==> config.mk <==
export PLATFORM = sky130hd
export DESIGN_NAME = ifu
export DESIGN_NICKNAME = d
export VERILOG_FILES = /design/src/rtl/ifu.sv
export SDC_FILE = /design/constraint.sdc
export NUM_CORES = 1
export LEC_CHECK = 0
export ABC_CLOCK_PERIOD_IN_PS = 2200
export CORE_ASPECT_RATIO = 1.75
export CORE_MARGIN = 5
export CORE_UTILIZATION = 42
export CTS_BUF_LIST = sky130_fd_sc_hd__clkbuf_4
export DETAILED_ROUTE_END_ITERATION = 6
export HOLD_SLACK_MARGIN = 0.05
export PLACE_DENSITY = 0.91
export SETUP_SLACK_MARGIN = 0.15
export SYNTH_ARGS = -nofsm -noshare
export SYNTH_HDL_FRONTEND = slang
export SYNTH_SLANG_ARGS = --single-unit
==> constraint.sdc <==
create_clock -name clk -period 2.2 [get_ports clk]
set_input_delay 0.55 -clock clk [delete_from_list [all_inputs] [get_ports clk]]
set_output_delay 0.55 -clock clk [all_outputs]
set_load 0.05 [all_outputs]
==> src/rtl/ifu.sv <==
// Instruction fetch unit: one instruction in flight at a time.
// It requests a word at pc, waits for the response, and presents it to the decoder.
// It then waits for the retire pulse and loads the next fetch address supplied by the core.
// A misaligned next address parks the unit in a sticky error state until reset.
module ifu #(
    parameter logic [31:0] RESET_PC = 32'h8000_0000,
    parameter logic [31:0] NOP_INST = 32'h0000_0013
) (
    input  logic        clk,
    input  logic        rst,
    output logic        imem_req_valid,
    input  logic        imem_req_ready,
    output logic [31:0] imem_req_addr,
    input  logic        imem_rsp_valid,
    input  logic [31:0] imem_rsp_data,
    output logic        inst_valid,
    input  logic        inst_ready,
    output logic [31:0] inst,
    output logic [31:0] pc,
    input  logic        commit_valid,
    input  logic [31:0] next_pc,
    output logic        fetch_err,
    output logic [31:0] inst_cnt
);

    typedef enum logic [2:0] {
        S_REQ,
        S_WAIT_RSP,
        S_HOLD,
        S_WAIT_COMMIT,
        S_ERR
    } state_t;

    state_t      r_state;
    state_t      w_state_nxt;
    logic        w_capture;
    logic        w_commit_ok;
    logic        w_commit_bad;
    logic [31:0] r_pc;
    logic [31:0] r_inst;
    logic [31:0] r_inst_cnt;
    logic        r_fetch_err;

    // Next-state decode; inputs that do not belong to the current state are ignored.
    always_comb begin
        w_state_nxt  = r_state;
        w_capture    = 1'b0;
        w_commit_ok  = 1'b0;
        w_commit_bad = 1'b0;
        case (r_state)
            S_REQ: begin
                if (imem_req_ready) w_state_nxt = S_WAIT_RSP;
            end
            S_WAIT_RSP: begin
                if (imem_rsp_valid) begin
                    w_capture   = 1'b1;
                    w_state_nxt = S_HOLD;
                end
            end
            S_HOLD: begin
                if (inst_ready) w_state_nxt = S_WAIT_COMMIT;
            end
            S_WAIT_COMMIT: begin
                if (commit_valid) begin
                    if (next_pc[1:0] == 2'b00) begin
                        w_commit_ok = 1'b1;
                        w_state_nxt = S_REQ;
                    end else begin
                        w_commit_bad = 1'b1;
                        w_state_nxt  = S_ERR;
                    end
                end
            end
            S_ERR: begin
                w_state_nxt = S_ERR;
            end
            default: begin
                w_state_nxt = S_REQ;
            end
        endcase
    end

    // State register; reset abandons any outstanding fetch.
    always_ff @(posedge clk) begin
        if (rst) begin
            r_state <= S_REQ;
        end else begin
            r_state <= w_state_nxt;
        end
    end

    // pc, captured instruction, retire counter and sticky error flag.
    // A misaligned commit is rejected whole: pc and the counter are left alone.
    always_ff @(posedge clk) begin
        if (rst) begin
            r_pc        <= RESET_PC;
            r_inst      <= NOP_INST;
            r_inst_cnt  <= 32'd0;
            r_fetch_err <= 1'b0;
        end else begin
            if (w_capture) r_inst <= imem_rsp_data;
            if (w_commit_ok) begin
                r_pc       <= next_pc;
                r_inst_cnt <= r_inst_cnt + 32'd1;
            end
            if (w_commit_bad) r_fetch_err <= 1'b1;
        end
    end

    assign imem_req_valid = (r_state == S_REQ) && !rst;
    assign inst_valid     = (r_state == S_HOLD) && !rst;
    assign imem_req_addr  = r_pc;
    assign pc             = r_pc;
    assign inst           = r_inst;
    assign inst_cnt       = r_inst_cnt;
    assign fetch_err      = r_fetch_err;

endmodule
==> impl_metrics.py <==
metrics = {
    "placement": {
        "pre_cts_slack_ns": -0.2599,
        "gp_congestion": 0.8272,
        "placed_cells": 794,
        "portBuffers": 200,
        "hpwlAfterDp_um": 10070,
    },
    "route": {
        "first_pass_iters": 4,
        "ant_nets": 0,
        "drt_iter0_markers": 151,
        "vias": 4233,
        "drt-total-wl_um": 13160,
        "drc": 0,
        "via_per_inst": 5.226,
        "wl_per_cell_um": 16.25,
    },
    "setup_path": {
        "crit_family": "simple AND/OR/NAND/NOR gates",
        "slowest_stage": "nor4_1",
        "critPathMaxStageDelay_ns": 0.46,
        "crit_end": "inst_cnt[29]$_SDFFE_PP0P_",
        "critical_path_cell_count": 4,
        "crit_arrival_ns": 2.36,
        "path_max_fanout": 33,
        "start_kind": "register",
        "reg2reg_slack_ns": 0.19,
        "path_class": "register to register",
        "path_cells": "and4_1 > nand4_4 > nor4_1 > mux2_2",
        "critPathRequiredTime_ns": 2.54,
        "reg2regPathDepth": 4,
        "worstReg2RegStart": "inst_cnt[10]$_SDFFE_PP0P_",
        "setup.worst_path.start": "inst_cnt[10]$_SDFFE_PP0P_",
        "r2r_end": "inst_cnt[29]$_SDFFE_PP0P_",
        "crit_buf_inv": 0,
        "worst_setup_path_end_kind": "register",
    },
    "yosys": {
        "synth_edf_count": 0,
        "synth_area_sq_mm": 0.004258,
        "yosysSeqAreaShare_pct": 47.02,
        "synth_top_area_cell": "dfxtp_1",
        "ys_ff_latch": 100,
        "syn-mean-instance-area_sq_um": 8.204,
        "postSynthCellCount": 519,
        "ys.flop_type": "dfxtp_1",
        "synth_cell_types": 36,
        "synthTopCellsByArea": "dfxtp_1 (47%), nand2_1 (12%), a21oi_1 (9.4%)",
        "synth_top_area_share_pct": 47.02,
        "synth_warnings": 0,
        "synth_nets": 590,
        "async_flop_share_pct": 0,
    },
    "timing": {
        "worst_slew_margin_rel_pct": 62.91,
        "setup_slack_ns": 0.1851,
        "post-route-period-util_pct": 91.59,
        "period_minus_slack_ns": 2.015,
        "holdWs_ns": 0.3778,
        "fmax_mhz": 496.3,
        "hold_viol_final": 0,
        "setup_viol": 0,
        "rsz0062_at_grt": "true",
        "setup_tns_ns": 0,
        "clock_skew_ns": 0.02154,
        "tightest_slew_ns": 0.5585,
        "drv_slew": 0,
    },
    "global_routing": {
        "grt_pass1_wl_um": 20700,
        "grt_pass1_vias": 4262,
        "antenna_found_initial": 1,
        "grt_util_all_layers_pct": 21.04,
        "grt_max_degree": 80,
        "gr-total-overflow": 0,
    },
    "cts": {
        "post-cts-setup-buffers": 0,
        "cts-root-buf": "clkbuf_4",
        "insertion_delay_ns": 0.44,
        "cts.reportedPaths.clkPinSlew_ns": 0.15,
        "htree_levels": 3,
        "cts_sinks": 100,
        "cts_tree": "built",
        "cts_buffer_depth": 2,
        "cts_inserted_buffers": 9,
        "hold_buffers": 0,
    },
    "power": {
        "ir_drop_uv": 381.9,
        "power.density_mw_per_mm2": 518.6,
        "power.leakage_nw": 2.697,
        "power_w": 0.003217,
    },
    "die": {
        "die_y_um": 143.2,
        "initial_utilization_pct": 42.97,
        "placementRows": 48,
        "io_pins": 201,
        "core_sq_mm": 0.009910,
        "die-area_sq_mm": 0.01233,
        "die_w_um": 86.11,
    },
    "status": {
        "status": "complete, no violations",
    },
    "final_layout": {
        "drive_gt1_share_pct": 9.357,
        "final_cells": 810,
        "area_growth_pct": 45.72,
        "fin_nets": 751,
    },
    "run": {
        "maxCapViolations": 0,
    },
    "hold_path": {
        "hp-class": "input port to register",
    },
}
-- worst register-to-register path: cells and delay by family, from the launching register on --
kind / cells / cell delay [ns]
flip-flops: 1 / 0.43
multiplexers: 1 / 0.37
AND/OR/NAND/NOR: 3 / 1.11
-- state kept, by name, indices dropped and copies added, names as in the netlist --
register,flops
fetch_err,1
imem_req_addr,32
inst,32
inst_cnt,32
r_state,3
-- cells by family (layout without fill, tap and decap cells) --
family	after synthesis	count (layout)	share of synthesized area, %
buffers and inverters	73	238	10.29
muxes	6	6	1.557
and+or+nand+nor	231	231	26.51
DFF	100	100	47.02
xor gates and xnor gates	8	8	1.646
adders and majority gates	1	1	0.2938
other	0	1	0
AOI/OAI and AO/OA	100	100	12.69
-- cell usage in the layout (no fill, tap or decap), types with 6 or more instances in the layout --
cell	Yosys	final
dfxtp_2	0	7
nand3_1	9	8
or4_1	14	14
a21oi_1	80	80
buf_12	0	6
clkbuf_4	0	9
clkdlybuf4s50_1	0	68
buf_4	36	16
xor2_1	6	6
nor2_1	18	18
nand2_1	137	137
dlygate4sd2_1	0	116
nor2b_1	6	6
nand4_1	9	9
dfxtp_1	100	93
clkbuf_2	0	6
o31ai_1	14	14
-- stage by stage --
step                cell area (sq um)  utilization [%]
CTS                              6207            62.64
global route                     6205            62.61
finish                           6205            62.61
detailed placement               6230            62.87
global placement                 6230            62.87
floorplan                        4295                -
-- repair_timing --
item | CTS | global route
gates cloned | 0 | 0
pin swaps | 0 | 1
gates resized for setup | 127 | 19
endpoints found under the setup margin | 126 | 21
endpoints found under the hold margin | 0 | 0
-- routing by layer --
layer | GRT usage (%) | vias up | wire, um
met5 | 0 | - | 0
met4 | 10.76 | 0 | 517
met3 | 3.580 | 34 | 678
met2 | 39.41 | 165 | 7216
met1 | 21.94 | 1984 | 4747
li1 | - | 2050 | -
-- final cells by class --
cell class,count,area (sq um)
well taps,125,156.4
clock buffers,9,67.56
clock inverters,6,66.31
fillers,908,3705
inverters,5,18.77
diodes,1,2.502
flip-flops and latches,100,2011
repair buffers,218,2029
multi-input cells,346,1853
-- worst min path at each step --
stage	from	end	slack, ns	cells after the start
after detailed placement	inst[3]$_SDFFE_PP0P_	inst[3]$_SDFFE_PP0P_	0.45	2
after global routing	rst	r_state[0]$_SDFFE_PP0P_	0.36	2
after CTS	rst	r_state[0]$_SDFFE_PP0P_	0.35	2
final	rst	r_state[0]$_SDFFE_PP0P_	0.38	2
after global placement	inst[13]$_SDFFE_PP0P_	inst[13]$_SDFFE_PP0P_	0.44	2
after floorplan	inst_cnt[1]$_SDFFE_PP0P_	inst_cnt[1]$_SDFFE_PP0P_	0.58	2
-- power by group --
group          switching, W  internal, W  total, W
sequential        0.0000145      0.00184   0.00186
clock              0.000586     0.000341  0.000927
combinational      0.000243     0.000190  0.000434
-- cell usage after synthesis (6+ instances only) --
| cell | count |
|---|---|
| o31ai_1 | 14 |
| or4_1 | 14 |
| a21oi_1 | 80 |
| xor2_1 | 6 |
| nand3_1 | 9 |
| nand2_1 | 137 |
| nor2_1 | 18 |
| buf_4 | 36 |
| nor2b_1 | 6 |
| buf_2 | 11 |
| clkbuf_1 | 19 |
| dfxtp_1 | 100 |
| nand4_1 | 9 |
Note: power is estimated with default switching activity, not from simulation.
